## src/rtl/multi_channel_timer.sv

```systemverilog
// N-channel programmable timer with per-channel one-shot/periodic modes.
// Each channel raises a one-cycle expiry pulse and a sticky flag; irq is the OR of those flags.
module multi_channel_timer #(
  parameter int NUM_CH   = 4,
  parameter int CNT_W    = 24,
  parameter int PRESCALE = 1
) (
  input  logic                    clk,
  input  logic                    reset,
  input  logic [NUM_CH-1:0]       start,
  input  logic [NUM_CH-1:0]       stop,
  input  logic [NUM_CH-1:0]       periodic,
  input  logic [NUM_CH*CNT_W-1:0] load_val,
  input  logic [NUM_CH-1:0]       flag_clr,
  output logic [NUM_CH-1:0]       active,
  output logic [NUM_CH-1:0]       expired,
  output logic [NUM_CH-1:0]       expired_flag,
  output logic                    irq
);

  localparam int PRE_W = (PRESCALE > 1) ? $clog2(PRESCALE) : 1;
  localparam logic [PRE_W-1:0] PRE_LAST = PRE_W'(PRESCALE - 1);

  for (genvar i = 0; i < NUM_CH; i++) begin : g_ch
    logic [PRE_W-1:0] pre_q;
    logic [CNT_W-1:0] cnt_q;
    logic [CNT_W-1:0] term_q;
    logic             periodic_q;
    logic             active_q;
    logic             expired_q;
    logic             flag_q;
    logic [CNT_W-1:0] load_slice;
    logic             tick;
    logic             hit;
    logic             fire;

    assign load_slice = load_val[i*CNT_W +: CNT_W];
    assign tick       = active_q && (pre_q == PRE_LAST);
    assign hit        = tick && (cnt_q == term_q);
    // stop and start both outrank an expiry landing on the same edge
    assign fire       = hit && !stop[i] && !start[i];

    // The terminal count L-1 is stored rather than L; a load of 0 behaves like 1.
    always_ff @(posedge clk or posedge reset) begin
      if (reset) begin
        pre_q      <= '0;
        cnt_q      <= '0;
        term_q     <= '0;
        periodic_q <= 1'b0;
        active_q   <= 1'b0;
        expired_q  <= 1'b0;
        flag_q     <= 1'b0;
      end else begin
        expired_q <= fire;
        flag_q    <= fire | (flag_q & ~flag_clr[i]);
        if (stop[i]) begin
          active_q <= 1'b0;
          pre_q    <= '0;
          cnt_q    <= '0;
        end else if (start[i]) begin
          active_q   <= 1'b1;
          pre_q      <= '0;
          cnt_q      <= '0;
          periodic_q <= periodic[i];
          term_q     <= (load_slice == '0) ? '0 : load_slice - CNT_W'(1);
        end else if (active_q) begin
          if (hit) begin
            pre_q <= '0;
            cnt_q <= '0;
            if (!periodic_q)
              active_q <= 1'b0;
          end else if (tick) begin
            pre_q <= '0;
            cnt_q <= cnt_q + CNT_W'(1);
          end else begin
            pre_q <= pre_q + PRE_W'(1);
          end
        end
      end
    end

    assign active[i]       = active_q;
    assign expired[i]      = expired_q;
    assign expired_flag[i] = flag_q;
  end

  always_ff @(posedge clk or posedge reset) begin
    if (reset)
      irq <= 1'b0;
    else
      irq <= |expired_flag;
  end

endmodule

```

## config.mk

```make
export PLATFORM = sky130hd
export DESIGN_NAME = multi_channel_timer
export DESIGN_NICKNAME = d
export VERILOG_FILES = /design/src/rtl/multi_channel_timer.sv
export SDC_FILE = /design/constraint.sdc
export NUM_CORES = 1
export LEC_CHECK = 0
export CORE_ASPECT_RATIO = 0.5
export CORE_MARGIN = 8
export CORE_UTILIZATION = 30
export DETAILED_ROUTE_END_ITERATION = 7
export GPL_TIMING_DRIVEN = 0
export SLEW_MARGIN = 0
export SYNTH_ARGS = -nofsm -noshare
export SYNTH_HDL_FRONTEND = slang
export SYNTH_SLANG_ARGS = --single-unit
```

## constraint.sdc

```tcl
create_clock -name clk -period 7.8 [get_ports clk]
set_input_delay 0.78 -clock clk [delete_from_list [all_inputs] [get_ports clk]]
set_output_delay 0.78 -clock clk [all_outputs]
set_load 0.1 [all_outputs]
```

; ---- Yosys cells after proc, flatten, opt, wreduce, memory -nomap -nowiden
; Index checks and enable logic that the tools add are counted.
[totals]
ff_bits = 213
in_bits = 114
out_inout_bits = 13
word_cells = 174
[classes]
n_addsub = 12
n_eq_ne = 4
n_mux = 64
bitwise = 20
n_reduce_logical = 45
[op_table]
columns = op, count
row1 = 24-bit two-way mux, 24
row2 = "24-bit by 1-bit adder with 24-bit output, second input constant", 4
row3 = 24-bit == test, 4
row4 = 24-bit zero test, 4
row5 = "24-bit by 1-bit subtractor with 24-bit output, second input constant", 4
row6 = 1-bit two-way mux, 40
row7 = 1-bit logical AND, 16
row8 = 2-bit AND reduction, 8
row9 = 4-bit nonzero test, 4
row10 = 1-bit NOT, 12
row11 = 3-bit nonzero test, 4
row12 = 1-bit zero test, 8
row13 = "1-bit adder, second input constant", 4
row14 = 1-bit AND, 4
row15 = 1-bit OR, 4
row16 = 4-bit OR reduction, 1

; ---- Logic depth before layout (Yosys ltp)
[depth]
depth_word = 7
ltp_mapped = 8
ltp_nobuf = 8

; ---- Worst setup path before layout
; OpenSTA, ideal clock, no wires.
[synth_path]
kind = input port to flip-flop
from = input port load_val[30]
to = register g_ch[1].term_q[23]
arrival_ps = 2719
slack_ps = 4949
cell_stages = 8
n_path_buf = 2
path_cell_list = or3_4 > or4_4 > buf_6 > or4_4 > buf_6 > nor4_4 > mux2i_1 > o21ai_1
[synth_via]
elab_chain_cells = 2
elab_cells_between_ends = 3
classes_between = 1 x add/sub / 1 x mux / 1 x reduce/logical
[synth_rtl]
columns = item, line_no
row1 = "start, declared", 13  ; input logic [NUM_CH*CNT_W-1:0] load_val,
row2 = 24-bit by 1-bit subtractor with 24-bit output / 24-bit zero test (equally long branches), 65  ; term_q <= (load_slice == '0) ? '0 : load_slice - CNT_W'(1);
row3 = 24-bit two-way mux (*), 65
row4 = "end signal, assigned", 65
row5 = "end, declared", 27  ; logic [CNT_W-1:0] term_q;
; Every way passes the cells marked *; elsewhere a longest branch is shown, timed or not.
; A chain may end at the register's enable or synchronous reset.

; ---- Final worst setup path
[layout_path]
from = input port load_val[54]
to = register g_ch[2].term_q[12]
[layout_via]
elab_chain_cells = 2
elab_cells_between_ends = 3
classes_between = 1 x add/sub / 1 x mux / 1 x reduce/logical
[layout_rtl]
columns = item, line_no
row1 = 24-bit by 1-bit subtractor with 24-bit output / 24-bit zero test (equally long branches), 65
row2 = 24-bit two-way mux (*), 65
row3 = "end signal, assigned", 65
row4 = "end, declared", 27
; Marked as above.

==> metrics.md <==
| Metric | Value |
|---|---|
| Post-CTS setup buffers | `0` |
| Wire length on met2 | `~14 mm` |
| CP Data Required Time | `8190 ps` |
| Hold Crit Endpoint | `g_ch[3].periodic_q$_DFFE_PP0P_` |
| Crit path kind | `in2reg` |
| Largest net degree at the start of global routing | `roughly 120` |
| Setup TNS Final | `0 ps` |
| Synth area leader | `dfrtp_1` |
| Worst slack, placed | `4160 ps` |
| Worst r2r path cells | `7` |
| Fin nets | `roughly 1600` |
| Post-synth ARST share | `100%` |
| DIE HEIGHT | `about 160 um` |
| Top Ports | `roughly 130` |
| Top-count cell post-synth | `dfrtp_1` |
| FF-to-FF Start | `g_ch[0].cnt_q[15]$_DFFE_PP0P_` |
| I/O Buffers | `between 100 and 150` |
| Met1 wire length | `~14 mm` |
| Initial antenna violation count | `2` |
| LEAKAGE | `0.00561 uW` |
| Metal3 WL | `about 950 um` |
| Worst setup EP type | `register` |
| Largest driver fanout on the critical path | `10` |
| Max Slew Vio Count | `0` |
| Vias post-DR | `between 9000 and 10000` |
| Clock Sinks | `213` |
| Post-synthesis sequential area ratio | `between 40% and 50%` |
| Worst-margin pin slew | `around 1100 ps` |
| Endpoints failing setup | `0` |
| Filler Cell Count | `around 4000` |
| Syn_nets | `about 1400` |
| GP Congestion | `around 0.8` |
| Layout Cells excl Fill | `1998` |
| Global-route wire length before repair | `between 40 and 50 mm` |
| Synth top area cells | `dfrtp_1 (45%), xnor2_1 (12%), xor2_1 (6.4%)` |
| Worst-path clk slew | `approximately 60 ps` |
| Worst hold slack | `between 400 and 500 ps` |
| Synth-to-layout area growth | `23.1%` |
| R2R Setup Slk | `approximately 5100 ps` |
| Pwr dens | `185 nW/um^2` |
| Critical Path, Cell by Cell | `clkdlybuf4s50_1, or4_1, nor3_1, nand4_1, o21ai_1, clkbuf_1, o21ai_0` |
| Worst path arrival time | `between 3000 and 4000 ps` |
| Fin crit share | `39.5%` |
| Grt ovf | `0` |
| Post-CTS Resized | `0` |
| Die W | `approximately 300 um` |
| Max Clk Rate | `between 0.3 and 0.4 GHz` |
| Area of the multi-input gates | `roughly 6000 um^2` |
| Clock root cell | `clkbuf_16` |
| Layout cells sized above 1 | `under 10%` |
| Total routed wirelength | `29.7 mm` |
| FF+latch count, synth | `between 200 and 250` |
| CTS tree | `yes` |
| Insertion delay to the later sink of the worst-skew pair | `roughly 530 ps` |
| Core area | `roughly 39000 um^2` |
| Final HPWL DP | `around 23 mm` |
| Fin crit period | `between 3000 and 4000 ps` |
| DR top layer | `met4` |
| Cells after synthesis | `between 1000 and 1500` |
| Htree depth | `1` |
| CTS max path bufs | `3` |
| Vias/cell | `roughly 4.7` |
| Final Power | `2690 uW` |
| Initial Util | `~30%` |
| # Max-Cap Violations | `0` |
| Yosys cell types | `55` |
| Syn avg cell area | `slightly above 9 um^2` |
| Hold Startpoint | `g_ch[3].periodic_q$_DFFE_PP0P_` |
| Max incr delay on CP | `between 500 and 600 ps` |
| Cell row count | `between 50 and 60` |
| Skew final | `13.0 ps` |
| Global router's overall resource usage | `about an eighth` |
| Synth Flop Type | `dfrtp_1` |
| VDD IR-drop max | `roughly 0.095 mV` |
| Number of flops mapped to enable cells by yosys | `0` |
| RSZ-0062 raised after global routing | `no` |
| Ys Warns | `0` |
| DIE AREA | `around 46000 um^2` |
| Critical path startpoint category | `primary input` |
| Slowest-stage cell, CP | `or4_1` |
| Placed cells | `a little under 2000` |
| FF-to-FF End | `g_ch[0].cnt_q[22]$_DFFE_PP0P_` |
| DRT iter0 DRCs | `just under 500` |
| Hold WC Path Type | `reg2reg` |
| Antenna viol nets, final | `0` |
| Fin. Hold Viols | `0` |
| Share of the synthesized area in the top cell type | `between 40% and 50%` |
| Vias in the first global route | `9454` |
| Synth top cells by count | `dfrtp_1 (213), nand2_1 (181), xnor2_1 (162)` |
| Slew margin rel. | `~29%` |
| Hold_buf cts | `0` |
| CTS buffer count | `24` |
| Wire per inst | `roughly 15 um` |
| Status | `finished clean` |
| Worst setup slack after layout | `4720 ps` |
| DRT Pass-1 Iters | `5` |
| Drc violations | `0` |
| Seq. cell area | `5330 um^2` |
| Mapped cell area | `approximately 12000 um^2` |
| Worst hold path cell count | `2` |
## power by group
| group | switching [uW] | internal, uW |
|---|---|---|
| registers | 56.0 | 1180 |
| logic | 174 | 157 |
| clock network | 458 | 668 |
| total | 688 | 2000 |
## per-layer routing
| layer | vias up | global-route usage (%) |
|---|---|---|
| met4 | 0 | 3.20 |
| met5 | - | 0 |
| li1 | 4711 | - |
| met2 | 116 | 21.2 |
| met3 | 36 | 1.78 |
| met1 | 4528 | 16.8 |
## kinds of logic after synthesis
logic type	after synthesis	synth area share, %
buf+inv	81	3.23
xor+xnor	248	18.4
flops	213	45.1
mux	4	0.349
simple gates	579	23.7
compound gates	162	7.95
fa+ha+maj	12	1.27
## registers in the layout (all words and copies together) (netlist names)
name and count:
g_ch.periodic_q 4, g_ch.term_q 96, g_ch.flag_q 4, irq 1, g_ch.active_q 4, g_ch.pre_q 4
g_ch.expired_q 4, g_ch.cnt_q 96
## final cells by class
class,instances,area share [%]
inverters,23,0.645
well taps,530,4.56
diodes,2,0.0344
multi-input cells,1005,42.0
clock inverters,9,0.972
clock buffers,31,4.31
flip-flops and latches,213,36.6
plain buffers,58,2.03
repair buffers,127,8.86
## per-stage QoR
stage / instance area [um^2] / utilization [%]
floorplan: 11800 / -
global placement: 13700 / 35.4
detailed placement: 13800 / 35.5
CTS: 14500 / 37.4
global route: 14600 / 37.4
finish: 14600 / 37.4
## critical path, delay by kind of cell
kind / cells / cell delay [ps]
buffers and inverters: 2 / 820
AND/OR/NAND/NOR: 3 / 1320
AO/OA/AOI/OAI: 2 / 540
## layout by cell type (no fill, tap or decap), types with 7 or more instances in the layout
cell / count
and3_1: 12
or4_1: 9
nor2_1: 146
or3_1: 15
nand2b_1: 13
or2_2: 9
xnor2_1: 162
and4_1: 7
a21o_1: 13
nor4_1: 24
inv_1: 22
clkbuf_1: 46
nor3_1: 33
o31ai_1: 8
buf_4: 12
clkdlybuf4s50_1: 126
o21ai_0: 96
nand4_1: 44
nand3_1: 45
clkbuf_16: 24
dfrtp_1: 213
a21oi_1: 19
ha_1: 12
xor2_1: 86
nor2b_1: 13
nand2_1: 181
## worst max path at each step
stage | startpoint | end | cells past startpoint
finish | load_val[54] | g_ch[2].term_q[12]$_DFFE_PP0P_ | 7
global route | load_val[52] | g_ch[2].term_q[12]$_DFFE_PP0P_ | 7
floorplan | reset | g_ch[0].active_q$_DFF_PP0_ | 1
CTS | load_val[52] | g_ch[2].term_q[12]$_DFFE_PP0P_ | 7
detailed placement | load_val[65] | g_ch[2].term_q[12]$_DFFE_PP0P_ | 7
global placement | reset | g_ch[0].term_q[12]$_DFFE_PP0P_ | 2
No activity file was read; power rests on OpenSTA's default activity.
